$ cat src/rtl/lcd_i2c_byte_writer.sv
// lcd_i2c_byte_writer
//   Writes one HD44780 byte (4-bit mode) through a PCF8574 I2C backpack.
//   The byte is split into two nibbles. Each nibble is sent twice, first with
//   EN high and then with EN low. All four expander bytes go out in a single
//   write frame: START, addr+W, 4 data bytes, STOP.
//   The bit-level open-drain I2C master is built in. It has no clock
//   stretching, no arbitration and no repeated START.
// Ports
//   clk_1MHz   : sole clock
//   rst_n      : asynchronous active-low reset; releases the bus immediately
//   ena_write  : request pulse; data/cmd_data/backlight sampled when accepted
//   data       : LCD byte
//   cmd_data   : RS flag (0 = command, 1 = character)
//   backlight  : expander P3
//   done_write : one-cycle pulse at end of every accepted frame (NACK included)
//   busy       : frame in progress (low again in the done_write cycle)
//   ack_error  : sticky NACK flag, cleared on the next accepted request
//   scl_oe     : 1 = pull SCL low
//   sda_oe     : 1 = pull SDA low
//   sda_in     : SDA pin level
module lcd_i2c_byte_writer #(
    parameter logic [6:0]  I2C_ADDR = 7'h27,
    parameter int unsigned QDIV     = 3
) (
    input  logic       clk_1MHz,
    input  logic       rst_n,
    input  logic       ena_write,
    input  logic [7:0] data,
    input  logic       cmd_data,
    input  logic       backlight,
    output logic       done_write,
    output logic       busy,
    output logic       ack_error,
    output logic       scl_oe,
    output logic       sda_oe,
    input  logic       sda_in
);

    localparam int unsigned QW = (QDIV > 1) ? $clog2(QDIV) : 1;
    localparam logic [QW-1:0] QLAST = QW'(QDIV - 1);

    typedef enum logic [2:0] {
        StIdle,
        StStart,
        StBit,
        StAck,
        StStop,
        StDone
    } state_e;

    state_e          state_q, state_d;
    logic [QW-1:0]   qcnt_q, qcnt_d;
    logic [1:0]      quarter_q, quarter_d;
    logic [2:0]      bit_idx_q, bit_idx_d;
    logic [2:0]      byte_idx_q, byte_idx_d;
    logic [7:0]      data_q, data_d;
    logic            rs_q, rs_d;
    logic            bl_q, bl_d;
    logic            ack_error_q, ack_error_d;
    logic            sda_meta_q, sda_sync_q;

    logic            q_end;
    logic            phase_end;
    logic [7:0]      cur_byte;
    logic            cur_bit;

    // Byte idx of the frame: 0 = address, 1..4 = hi/EN, hi, lo/EN, lo.
    function automatic logic [7:0] frame_byte(input logic [2:0] idx, input logic [7:0] d,
                                              input logic rs, input logic bl);
        logic [7:0] b;
        case (idx)
            3'd1:    b = {d[7:4], bl, 1'b1, 1'b0, rs};
            3'd2:    b = {d[7:4], bl, 1'b0, 1'b0, rs};
            3'd3:    b = {d[3:0], bl, 1'b1, 1'b0, rs};
            3'd4:    b = {d[3:0], bl, 1'b0, 1'b0, rs};
            default: b = {I2C_ADDR, 1'b0};
        endcase
        return b;
    endfunction

    assign q_end     = (qcnt_q == QLAST);
    assign phase_end = q_end && (quarter_q == 2'd3);
    assign cur_byte  = frame_byte(byte_idx_q, data_q, rs_q, bl_q);
    assign cur_bit   = cur_byte[bit_idx_q];

    always_comb begin
        state_d     = state_q;
        qcnt_d      = qcnt_q;
        quarter_d   = quarter_q;
        bit_idx_d   = bit_idx_q;
        byte_idx_d  = byte_idx_q;
        data_d      = data_q;
        rs_d        = rs_q;
        bl_d        = bl_q;
        ack_error_d = ack_error_q;

        // Quarter timing runs in every bus phase; each phase spans exactly 4 quarters.
        if (state_q inside {StStart, StBit, StAck, StStop}) begin
            if (q_end) begin
                qcnt_d    = '0;
                quarter_d = quarter_q + 2'd1;
            end else begin
                qcnt_d = qcnt_q + QW'(1);
            end
        end

        case (state_q)
            StIdle: begin
                if (ena_write) begin
                    state_d     = StStart;
                    qcnt_d      = '0;
                    quarter_d   = 2'd0;
                    bit_idx_d   = 3'd7;
                    byte_idx_d  = 3'd0;
                    data_d      = data;
                    rs_d        = cmd_data;
                    bl_d        = backlight;
                    ack_error_d = 1'b0;
                end
            end
            StStart: begin
                if (phase_end) begin
                    state_d   = StBit;
                    bit_idx_d = 3'd7;
                end
            end
            StBit: begin
                if (phase_end) begin
                    if (bit_idx_q == 3'd0) begin
                        state_d = StAck;
                    end else begin
                        bit_idx_d = bit_idx_q - 3'd1;
                    end
                end
            end
            StAck: begin
                if (phase_end) begin
                    if (sda_sync_q) begin
                        ack_error_d = 1'b1;
                        state_d     = StStop;
                    end else if (byte_idx_q == 3'd4) begin
                        state_d = StStop;
                    end else begin
                        byte_idx_d = byte_idx_q + 3'd1;
                        bit_idx_d  = 3'd7;
                        state_d    = StBit;
                    end
                end
            end
            StStop: begin
                if (phase_end) begin
                    state_d = StDone;
                end
            end
            StDone: begin
                state_d = StIdle;
            end
            default: begin
                state_d = StIdle;
            end
        endcase
    end

    always_ff @(posedge clk_1MHz or negedge rst_n) begin
        if (!rst_n) begin
            state_q     <= StIdle;
            qcnt_q      <= '0;
            quarter_q   <= 2'd0;
            bit_idx_q   <= 3'd7;
            byte_idx_q  <= 3'd0;
            data_q      <= 8'h00;
            rs_q        <= 1'b0;
            bl_q        <= 1'b0;
            ack_error_q <= 1'b0;
            sda_meta_q  <= 1'b1;
            sda_sync_q  <= 1'b1;
        end else begin
            state_q     <= state_d;
            qcnt_q      <= qcnt_d;
            quarter_q   <= quarter_d;
            bit_idx_q   <= bit_idx_d;
            byte_idx_q  <= byte_idx_d;
            data_q      <= data_d;
            rs_q        <= rs_d;
            bl_q        <= bl_d;
            ack_error_q <= ack_error_d;
            // The slave drives ACK from the SCL-low half, so the two-flop delay still
            // lands inside the ACK phase when it is sampled at the end of Q3.
            sda_meta_q  <= sda_in;
            sda_sync_q  <= sda_meta_q;
        end
    end

    // Bus drive is decoded from state so reset releases both lines at once.
    always_comb begin
        scl_oe = 1'b0;
        sda_oe = 1'b0;
        case (state_q)
            StStart: begin
                sda_oe = quarter_q[1];
            end
            StBit: begin
                scl_oe = ~quarter_q[1];
                sda_oe = ~cur_bit;
            end
            StAck: begin
                scl_oe = ~quarter_q[1];
            end
            StStop: begin
                scl_oe = (quarter_q == 2'd0);
                sda_oe = ~quarter_q[1];
            end
            default: begin
                scl_oe = 1'b0;
                sda_oe = 1'b0;
            end
        endcase
    end

    assign done_write = (state_q == StDone);
    assign busy       = (state_q != StIdle) && (state_q != StDone);
    assign ack_error  = ack_error_q;

endmodule

$ cat config.mk
export PLATFORM = sky130hd
export DESIGN_NAME = lcd_i2c_byte_writer
export DESIGN_NICKNAME = d
export VERILOG_FILES = /design/src/rtl/lcd_i2c_byte_writer.sv
export SDC_FILE = /design/constraint.sdc
export NUM_CORES = 1
export LEC_CHECK = 0
export ABC_AREA = 1
export CELL_PAD_IN_SITES_DETAIL_PLACEMENT = 0
export CELL_PAD_IN_SITES_GLOBAL_PLACEMENT = 1
export CORE_MARGIN = 2
export CORE_UTILIZATION = 35
export DETAILED_ROUTE_END_ITERATION = 7
export HOLD_SLACK_MARGIN = 0.06
export PLACE_DENSITY = 0.67
export RECOVER_POWER = 25
export SETUP_SLACK_MARGIN = 0.05
export SYNTH_ARGS = -nofsm -noshare
export SYNTH_HDL_FRONTEND = slang
export SYNTH_SLANG_ARGS = --single-unit
$ cat constraint.sdc
create_clock -name clk_1MHz -period 4.98 [get_ports clk_1MHz]
set_input_delay 0.747 -clock clk_1MHz [delete_from_list [all_inputs] [get_ports clk_1MHz]]
set_output_delay 0.747 -clock clk_1MHz [all_outputs]
set_load 0.01 [all_outputs]
==> summary.md, run 1 <==
For the pin with the worst max-slew slack, the measured transition is 1450 ps. The power density over cell area was 633 mW/mm²; the source-to-sink clock delay at the later pin of the worst-skew pair was 280 ps. The final-stage net count is 251, and the routed wirelength normalized by instance count is 11.7 µm. The die boundary height is 70.5 µm, and the wire length reported by the detailed router is 3250 µm. Headroom to the max-slew limit came out at 3.42%. Across the routed clock network, the largest skew measured is 6.21 ps.

Yosys printed 0 warnings. VDD sags by at most 0.000239 V. After detailed placement, the total cell area comes to 0.00179 mm². The highest attainable clock frequency was 304 MHz; the post-route DRC violation count was 0.

The HPWL after detailed placement was 2540 µm; the data arrival time of the critical path was 2540 ps. After layout, the worst path uses 66.0% of the clock period. In this run the static leakage power is 0.925 nW. The final-report max-slew violation count was 0; the post-CTS resize count was 0.

Starting density of the core: 36.1%. The first global-routing pass estimated 5800 µm of wire. The logs give 0 for the hold buffer count at cts and 0 for the number of nets with antenna violations after routing. For this run, the total global-route usage over all layers was measured as 14.6%. Per-instance average area after synthesis: 7.52 µm².

In this run the horizontal extent of the chip is 70.5 µm. Once routing completed, OpenROAD measured the worst setup slack at 1690 ps. The tools report the type of destination of the critical path as an output port. The run finished with clean final reports. After clock tree synthesis, the clock-pin slew on the worst setup and hold paths is 100 ps. The pre-antenna-repair detailed-routing pass consisted of 4 iterations. The clock tree buffer depth was 2; the largest net degree at the start of global routing was 27. Cells fill 43.2% of the core in the end. After synthesis the cells add up to 0.00155 mm².

The tools report the number of top-level pins as 19. For the initial antenna violation count, the log shows 0. In this run the clock root is driven by a clkbuf_8. The worst setup path is of the register to output port kind.

Global routing finished with a remaining overflow of 0. Of the synthesized area, sequential elements account for 42.4%. The path class of the tightest hold or removal check is register to register.

The run gives 429 as the filler cell count in the final layout. Setup repair after global routing left no endpoint under its margin. The floorplan core area came out at 0.00429 mm².

In the layout the commonest cells are 67 x nand2_1, 25 x inv_1, 21 x dfrtp_1, 16 x clkdlybuf4s50_1, 13 x a21oi_1. Setup total negative slack on the finished layout was measured at 0 ps. Setup violations remaining at the end of the flow were counted as 0. The run gives 0 as the hold violation count in the final report. The clock period minus worst slack was 3290 ps. Using the TritonRoute via totals, the vias-per-cell ratio works out to 4.67.

From synthesis to final layout, the design area changed by 19.9%. In this run, the number of DRC markers left after iteration 0 of detailed routing was 52. The required time of the critical path is 4230 ps, and the worst-case reg-to-reg path depth is 7. The floorplan step defined a die boundary enclosing 0.00497 mm². For this run, the leading register cell type out of synthesis is dfrtp_1. The cell count after synthesis was 206.

Leaving out fill and tap cells, the most frequent cell in the layout is nand2_1. Synthesis produced a netlist with a net count of 229. In the synthesized netlist the async set-or-reset flop fraction comes to 100%. The tools report the number of distinct library cells after synthesis as 28. CTS H-tree depth: 1.

The congestion estimate from routability-driven global placement came to 0.798. The run gives 0.00186 mm² as the area of all placed cells without fillers. Cells with a size suffix above 1 make up 11.5% of the layout. STA classifies the critical path startpoint as a register. The clock net sink count came out at 26. TritonCTS buffer count: 3. The detailed router placed 1303 vias in this run. The worst setup slack after placement came out at 1980 ps. After synthesis the netlist holds a flip-flop and latch count of 26. The number of diodes is 0, and the cell row count is 24.

The tools report the worst hold margin as 361 ps. Post-CTS repair timing setup buffer count: 0. TritonCTS built the clock tree.

The via count of the first global-routing pass is 1257, and the reported max-cap violation count is 0. The synthesized design contains 0 enable-type register cells. The number of buffers added on ports works out to 18. Of all nets on the critical path, the largest fanout is 5. The cell count of the worst hold path works out to 0.
## flip-flops by register name (all words and copies together), names as in the netlist
| name | count |
|---|---|
| quarter_q | 2 |
| rs_q | 1 |
| bit_idx_q | 3 |
| qcnt_q | 2 |
| byte_idx_q | 3 |
| bl_q | 1 |
| state_q | 3 |
| sda_sync_q | 1 |
| ack_error | 1 |
| sda_meta_q | 1 |
| data_q | 8 |
## worst paths after layout
| kind | slack [ps] | to | start |
|---|---|---|---|
| worst max-delay path | 1690 | sda_oe | byte_idx_q[0]$_DFFE_PN0P_ |
| worst min-delay path | 360 | sda_sync_q$_DFF_PN1_ | sda_meta_q$_DFF_PN1_ |
| worst max register to register | 3140 | ack_error$_DFFE_PN0P_ | state_q[1]$_DFFE_PN0P_ |
| worst min register to register | 360 | sda_sync_q$_DFF_PN1_ | sda_meta_q$_DFF_PN1_ |
| max in group asynchronous | 2800 | data_q[4]$_DFFE_PN0P_ | rst_n |
| min in group asynchronous | 1330 | state_q[1]$_DFFE_PN0P_ | rst_n |
## final cells by class
class | count | area [µm²] | share of cell area, %
clock inverter | 1 | 30.0 | 1.62
multi-input combinational | 148 | 762 | 41.0
clock buffer | 3 | 41.3 | 2.22
timing repair buffer | 19 | 184 | 9.91
inverter | 30 | 118 | 6.33
tap | 52 | 65.1 | 3.50
sequential | 26 | 657 | 35.4
## Yosys cell counts, types with 4 or more instances
cell type | n | area (µm²)
nand2_2 | 5 | 31.3
a21oi_1 | 13 | 65.1
nor2_2 | 4 | 25.0
dfrtp_1 | 21 | 526
dfstp_2 | 5 | 131
nor2_1 | 11 | 41.3
o21ai_0 | 10 | 50.1
nand3_1 | 12 | 60.1
ha_1 | 9 | 113
nand2_1 | 67 | 251
inv_1 | 25 | 93.8
## through the flow
stage / std cells / total power, W
global placement: 275 / 0.000990
detailed placement: 275 / 0.00101
global route: 279 / 0.00131
CTS: 279 / 0.00119
finish: 279 / 0.00118
floorplan: 206 / 0.000829
## kinds of logic after synthesis
logic type	share of synthesized area, %
DFF	42.4
buffers and inverters	8.40
adders and majority gates	7.27
and+or+nand+nor	31.1
AOI/OAI and AO/OA	10.3
xor gates and xnor gates	0.566
## worst max-delay path, stage by stage, from the launching register on
cell and delay [ps]:
dfrtp_1 410, inv_1 90, ha_1 230, o21ai_0 370, nand2_1 180, nand2_1 90
nand2_1 50, nand2_1 50, nand2_1 50, a21oi_1 110, nand2_1 70, nand2_1 60
clkdlybuf4s50_1 530
## power breakdown
| part | internal [W] | total [W] | switching [W] | leakage [nW] |
|---|---|---|---|---|
| clock | 0.000108 | 0.000178 | 0.0000705 | 0.0357 |
| sequential | 0.000312 | 0.000385 | 0.0000729 | 0.312 |
| combinational | 0.000234 | 0.000613 | 0.000379 | 0.577 |
## metal layers
metal	share of wire [%]	global-route usage, %	vias up
met5	0	0	-
met2	46	23.0	14
met1	50	20.7	593
li1	-	-	691
met3	3.2	2.74	5
met4	1.3	3.85	0
No activity file was read; power rests on OpenSTA's default activity.
==> run 2: changes to the inputs <==
==> constraint.sdc (replaced) <==
create_clock -name clk_1MHz -period 3.2 [get_ports clk_1MHz]
set_input_delay 0.48 -clock clk_1MHz [delete_from_list [all_inputs] [get_ports clk_1MHz]]
set_output_delay 0.48 -clock clk_1MHz [all_outputs]
set_load 0.01 [all_outputs]
==> run 2 against run 1 <==
  * Non-clock buffer count stayed put
  * Sequential share of layout area is 0.43 points higher
  * Clock power is 12% higher
  * Sequential cell count stayed put
  * Clock-buffer cell count is 1 higher
  * First-iteration DRC count is 5.8% higher
  * Clock skew is 1.7 ps lower
  * Global-route usage is 0.12 points lower
  * Worst hold slack worse by 2.1 ps
  * Register-to-register slack worse by 1800 ps
  * Via count is 0.31% lower
  * Largest power group unchanged
  * Highest routed layer unchanged
==> summary.md, run 2 (synthesis gave the netlist of run 1 again) <==
The hold buffer count at cts came out at 0 (unchanged). Leaving out fill and tap cells, the most frequent cell in the layout is nand2_1. For the worst clock skew, the log shows 4.47 ps (-1.74 ps). The area enclosed by the die boundary was 0.00497 mm² (unchanged); the maximum VDD drop was 0.000328 V (+37%). The horizontal die dimension is 70.5 µm (unchanged). The maximum net fanout on the critical path came out at 5 (unchanged). The required time of the critical path is 2720 ps (-1510 ps). The kind of cell adding the most delay to the critical path is buffers and inverters. The run gives 2 (unchanged) as the clock tree buffer depth. The signal on the critical path passes through inv_1 -> ha_1 -> o21ai_2 -> nand2_1 -> nand2_1 -> nand2_1 -> nand2_1 -> nand2_1 -> a21oi_1 -> nand2_1 -> nand2_1 -> clkdlybuf4s50_1. data_q holds more flip-flops than any other register. The TritonCTS buffer count came out at 3 (unchanged). The run gives 0.00183 mm² (-1.2%) as the area of all placed cells without fillers.

The routed wirelength normalized by instance count was 11.9 µm (+2.4%). The die boundary height is 70.5 µm (unchanged), and the global routing usage on met2 is 22.6% (-0.31 points). For the via count of the first global-routing pass, the log shows 1264 (+0.56%). Leaving out fill and tap cells, the most frequent cells in the layout are 67 x nand2_1, 25 x inv_1, 21 x dfrtp_1, 16 x clkdlybuf4s50_1, 13 x a21oi_1.

Clock net sink count: 26 (unchanged). The count of buffering cells on the critical path with inverters included was 2 (unchanged). Setup repair after global routing left no endpoint under its margin.

The run gives 0 (unchanged) as the post-route DRC violation count. The tools report the met3 capacity usage during global routing as 2.89% (+0.14 points). The hold violation count in the final report is 0 (unchanged), and the CTS H-tree depth is 1 (unchanged).

The worst setup path is of the register to output port kind. The total cell area at the placement stage is 0.00179 mm² (unchanged). The most used routing layer is met2.

Timing would allow up to 351 MHz. Type of destination of the critical path: an output port. The number of diodes is 0 (unchanged), and the final-stage net count is 251 (unchanged). The worst path uses 89.1% of the clock period.

The post-CTS repair timing setup buffer count was 0 (unchanged). The initial antenna violation count is 0 (unchanged). STA classifies the critical path startpoint as a register. The sequential cell area is 657 µm² (unchanged), and the largest net degree at the start of global routing is 27 (unchanged). The number of top-level pins is 19 (unchanged), and the final-report max-slew violation count is 0 (unchanged). The biggest cell delay along the critical path came out at 530 ps (about the same). The run gives 14.5% (-0.12 points) as the global-route usage over all layers. Clock period minus worst slack: 2850 ps. The tools report the HPWL after detailed placement as 2560 µm (+0.70%). For the total number of vias, the log shows 1299 (-0.31%). The length of the first detailed-routing pass in iterations came out at 4 (unchanged). CTS placed an instance of clkbuf_8 at the clock tree root. The overall overflow remaining after global route was 0 (unchanged); the wire length reported by the detailed router was 3330 µm (+2.4%).

For the reported max-cap violation count, the log shows 0 (unchanged). From synthesis to final layout, the design area changed by 18.4%. The setup TNS after final layout is 0 ps (unchanged). The clock input transition at the sequential cells of the worst setup and hold paths was 90 ps (about the same); the number of nets with antenna violations after routing was 0 (unchanged). The number of buffers added on ports is 18 (unchanged). In this design, the critical path's most frequently occurring cell is nand2_1. The run gives 0.913 nW (-1.3%) as the leakage component of the power. The source-to-sink clock delay at the later pin of the worst-skew pair was 280 ps (about the same); the actual slew at the worst max-slew pin was 1460 ps (+12.2 ps).

Global-route track usage on met1: 20.0% (-0.73 points). The cell row count came out at 24 (unchanged). The run gives 36.1% (unchanged) as the starting density of the core. The logs give 0 (unchanged) for the post-CTS resize count and 0.00429 mm² (unchanged) for the floorplan core area. The placer's final routability congestion estimate was 0.797 (-0.11%); the via density per instance was 4.66 (-0.31%).

Wire length of the first global-routing pass: 5740 µm (-1.1%). The cell type of the slowest stage on the worst timing path was clkdlybuf4s50_1. TritonCTS built the clock tree. The power density over cell area was 960 mW/mm² (+52%).

The flow ran to the end, and the final reports show no timing, DRC or antenna violations. The min-delay analysis places its worst path in the category register to register. Multi-input combinational cell area: 766 µm² (+0.49%). The share of layout cells above drive strength 1 came out at 11.5% (unchanged). Data arrival time of the critical path: 2370 ps (-170 ps). The worst-case headroom to the max-slew limit is 2.60% (-0.82 points), and the flip-flop count of the largest register, all copies and words added is 8 (unchanged). The setup-violating endpoint count in the final report was 0 (unchanged); the iteration-0 DRC count of the detailed router was 55 (+5.8%). For the filler cell count in the final layout, the log shows 439 (+2.3%).
## run 2: cell count changes in the layout (fill, tap and decap cells not counted), sizes merged
cell,before,now
clkbuf,4,5
bufinv,1,0
## run 2: metrics by stage
stage               instances  utilization, %  setup WS (ps)  total power, W  hold WS [ps]
floorplan                 206               -           1180         0.00129           184
global placement          275            41.7            532         0.00154           347
global route              279            42.7           61.5         0.00196           367
finish                    279            42.7            350         0.00176           359
detailed placement        275            41.7            456         0.00157           347
CTS                       279            42.7            106         0.00178           361
## run 2: routing by layer
metal  vias up  wire length, µm
met5         -                0
met4         0               45
met3         5               85
met2        18             1530
met1       584             1670
li1        692                -
## run 2: where the power goes
group | switching, W | leakage [nW] | internal, W
Clock | 0.000109 | 0.0228 | 0.0000894
Sequential | 0.000113 | 0.312 | 0.000485
Combinational | 0.000596 | 0.578 | 0.000368
## run 2: final cells by class
class | instances | area share, %
clock buffer | 4 | 2.46
inverter | 30 | 6.41
multi-input combinational | 148 | 41.7
sequential | 26 | 35.8
tap | 52 | 3.55
timing repair buffer | 19 | 10.0
## run 2: path summary, 6_finish.rpt
check | start | depth (start not counted) | slack (ps) | to
min in group asynchronous | rst_n | 2 | 1070 | data_q[1]$_DFFE_PN0P_
min reg2reg | sda_meta_q$_DFF_PN1_ | 0 | 360 | sda_sync_q$_DFF_PN1_
max | byte_idx_q[0]$_DFFE_PN0P_ | 12 | 350 | sda_oe
max reg2reg | state_q[1]$_DFFE_PN0P_ | 7 | 1340 | ack_error$_DFFE_PN0P_
min | sda_meta_q$_DFF_PN1_ | 0 | 360 | sda_sync_q$_DFF_PN1_
max in group asynchronous | rst_n | 2 | 1280 | data_q[3]$_DFFE_PN0P_
==> run 3: changes to the inputs <==
--- a/config.mk
+++ b/config.mk
@@ -8,7 +8,7 @@
 export ABC_AREA = 1
 export CELL_PAD_IN_SITES_DETAIL_PLACEMENT = 0
 export CELL_PAD_IN_SITES_GLOBAL_PLACEMENT = 1
-export CORE_MARGIN = 2
+export CORE_MARGIN = 4
 export CORE_UTILIZATION = 35
 export DETAILED_ROUTE_END_ITERATION = 7
 export HOLD_SLACK_MARGIN = 0.06
==> run 3 against run 2 <==
  * Non-clock buffer count stayed put
  * Total power is 1.1% higher
  * Highest routed layer unchanged
  * Combinational power is 0.6% lower
  * Sequential power hardly changed
  * Critical path depth stayed put
==> summary.md, run 3 (synthesis gave the netlist of run 1 again) <==
Biggest cell delay along the critical path: 530 ps (about the same). The horizontal die dimension came out at 74.5 µm (+5.7%). The cell count of the worst hold path came out at 0 (unchanged). The floorplan core area was 0.00414 mm² (-3.5%). The routed wirelength normalized by instance count works out to 11.9 µm (about the same). The worst setup path is captured at an output port. More flip-flops sit in one register than any other, and that register is data_q. The tree is rooted in a clkbuf_8. The final-stage net count is 251 (unchanged). For the post-CTS resize count, the log shows 0 (unchanged).

The run finished with clean final reports. Leaving out fill and tap cells, the most frequent cell in the layout is nand2_1. The category of the most critical setup path was register to output port. The setup-violating endpoint count in the final report is 0 (unchanged).

The total number of vias came out at 1328 (+2.2%). Final-report max-slew violation count: 0 (unchanged). The highest attainable clock frequency was 352 MHz (+0.20%); the die boundary height was 74.5 µm (+5.7%).

The post-route DRC violation count was 0 (unchanged); the clock net sink count was 26 (unchanged). The leakage component of the power is 0.919 nW (+0.66%). The startpoint identified for the worst hold timing path is sda_meta_q$_DFF_PN1_.

TritonCTS built the clock tree. The clock input transition at the sequential cells of the worst setup and hold paths came out at 110 ps (+20 ps). The length of the first detailed-routing pass in iterations is 4 (unchanged), and the hold buffer count at cts is 0 (unchanged). For the count of placed standard cells in the final layout, fillers left out, the log shows 277 (-0.72%). The signal on the critical path passes through ha_1 -> ha_1 -> inv_1 -> nand2_1 -> a21oi_1 -> nand2_1 -> nand3_1 -> nand2_1 -> nand2_1 -> nand2_1 -> nand2_1 -> clkdlybuf4s50_1. The tightest min-delay check is of the register to register type. The reported max-cap violation count came out at 0 (unchanged). Number of placed instances, taps included: 273 (-0.73%).

The slowest stage of the critical path is the clkdlybuf4s50_1 cell. The logs give 56 (+1.8%) for the iteration-0 DRC count of the detailed router and 5540 µm (-3.5%) for the wire length of the first global-routing pass. The via count of the first global-routing pass is 1228 (-2.8%), and the clock period minus worst slack is 2840 ps (-5.64 ps). TritonCTS buffer count: 3 (unchanged). For the CTS H-tree depth, the log shows 1 (unchanged). The worst-case headroom to the max-slew limit is 5.68% (+3.1 points), and the number of diodes is 0 (unchanged).

The share of layout cells above drive strength 1 was 11.9% (+0.44 points); the data arrival time of the critical path was 2360 ps (about the same). The worst hold path terminates at sda_sync_q$_DFF_PN1_. The flip-flop count of the largest register, all copies and words added was 8 (unchanged); the via density per instance was 4.79 (+3.0%). The area enclosed by the die boundary was 0.00555 mm² (+12%).

The tools report the hold violation count in the final report as 0 (unchanged). The maximum VDD drop was 0.000382 V (+16%); the HPWL after detailed placement was 2590 µm (+1.1%). The overall overflow remaining after global route is 0 (unchanged), and the actual slew at the worst max-slew pin is 1410 ps (-46.1 ps). The logs give 111 µm (+31%) for the length of routed met3 wiring and 13.1% (-1.4 points) for the global-route usage over all layers. The setup TNS after final layout is 0 ps (unchanged), and the required time of the critical path is 2720 ps (about the same). For the wire length reported by the detailed router, the log shows 3310 µm (-0.72%). Terminus of the critical flop-to-flop path: ack_error$_DFFE_PN0P_. The worst clock skew came out at 18.2 ps (+13.7 ps).

The initial antenna violation count is 0 (unchanged), and the final clock period utilization by the worst path is 88.9% (-0.18 points). The clock tree buffer depth was 2 (unchanged). Worst-case reg-to-reg path depth: 7 (unchanged). The number of buffers added on ports was 18 (unchanged).

The placer's final routability congestion estimate was 0.786 (-1.4%); the maximum net fanout on the critical path was 5 (unchanged). The top layer used by detailed routing is met4. The number of top-level pins was 19 (unchanged). The top cell types in the final layout, fill and taps aside, are 67 x nand2_1, 25 x inv_1, 21 x dfrtp_1, 16 x clkdlybuf4s50_1, 13 x a21oi_1. The logs give 1640 µm (-1.7%) for the routed metal-1 wirelength and 1380 ps (+40 ps) for the register-to-register path setup slack. The power density over cell area works out to 966 mW/mm² (+0.67%). Setup repair after global routing left no endpoint under its margin.

The source-to-sink clock delay at the later pin of the worst-skew pair was 290 ps (about the same). The cell that appears most often on the critical path is nand2_1. The startpoint type of the worst setup path was a register.

The filler cell count in the final layout was 453 (+3.2%); the cell row count was 23 (-4.2%). The tools report the largest net degree at the start of global routing as 27 (unchanged). The tools report the reg-to-reg critical path startpoint as state_q[1]$_DFFE_PN0P_. The tools report the number of nets with antenna violations after routing as 0 (unchanged). The layout overhead on the synthesized area was 18.9%; the starting density of the core was 37.4% (+1.3 points).

The post-CTS repair timing setup buffer count came out at 0 (unchanged). The detailed-routed wire length on met2 was 1500 µm (-1.6%).
## run 3: how the worst max path moves through the flow
stage | start | endpoint
5_1_grt | byte_idx_q[0]$_DFFE_PN0P_ | sda_oe
6_report | byte_idx_q[0]$_DFFE_PN0P_ | sda_oe
2_1_floorplan | byte_idx_q[0]$_DFFE_PN0P_ | sda_oe
4_1_cts | byte_idx_q[0]$_DFFE_PN0P_ | sda_oe
3_3_place_gp | byte_idx_q[0]$_DFFE_PN0P_ | sda_oe
3_5_place_dp | byte_idx_q[0]$_DFFE_PN0P_ | sda_oe
## run 3: final cells by class
cell class                 count  area [µm²]  share of cell area [%]
clock buffer                   4        55.1                    2.99
inverter                      30         118                    6.39
multi-input combinational    148         766                    41.6
sequential                    26         657                    35.7
tap                           50        62.6                    3.40
timing repair buffer          19         184                    9.99
## run 3: worst max-delay path, delay by kind of cell, from the launching register on
family | cells | cell delay, ps
adders and majority gates | 2 | 440
AOI/OAI and AO/OA | 1 | 140
buffers and inverters | 2 | 580
and+or+nand+nor | 7 | 490
DFF | 1 | 440
## run 3: through the flow
step / instance area, µm² / worst slack [ps] / util (%) / total power, W / hold WS, ps
finish: 1840 / 356 / 44.4 / 0.00178 / 364
global route: 1840 / 154 / 44.4 / 0.00197 / 370
CTS: 1840 / 158 / 44.4 / 0.00179 / 364
detailed placement: 1790 / 485 / 43.1 / 0.00157 / 349
global placement: 1790 / 551 / 43.1 / 0.00154 / 347
floorplan: 1550 / 1180 / - / 0.00129 / 184
## run 3: routing by layer
| metal | vias to the layer above | global-route usage, % |
|---|---|---|
| met5 | - | 0 |
| met4 | 0 | 4.74 |
| met3 | 5 | 2.43 |
| met2 | 17 | 20.7 |
| met1 | 612 | 17.9 |
| li1 | 694 | - |
## run 3: where the power goes
group,internal (W),switching [W],leakage [nW]
Sequential,0.000485,0.000112,0.312
Combinational,0.000368,0.000591,0.578
Clock,0.000110,0.000114,0.0288
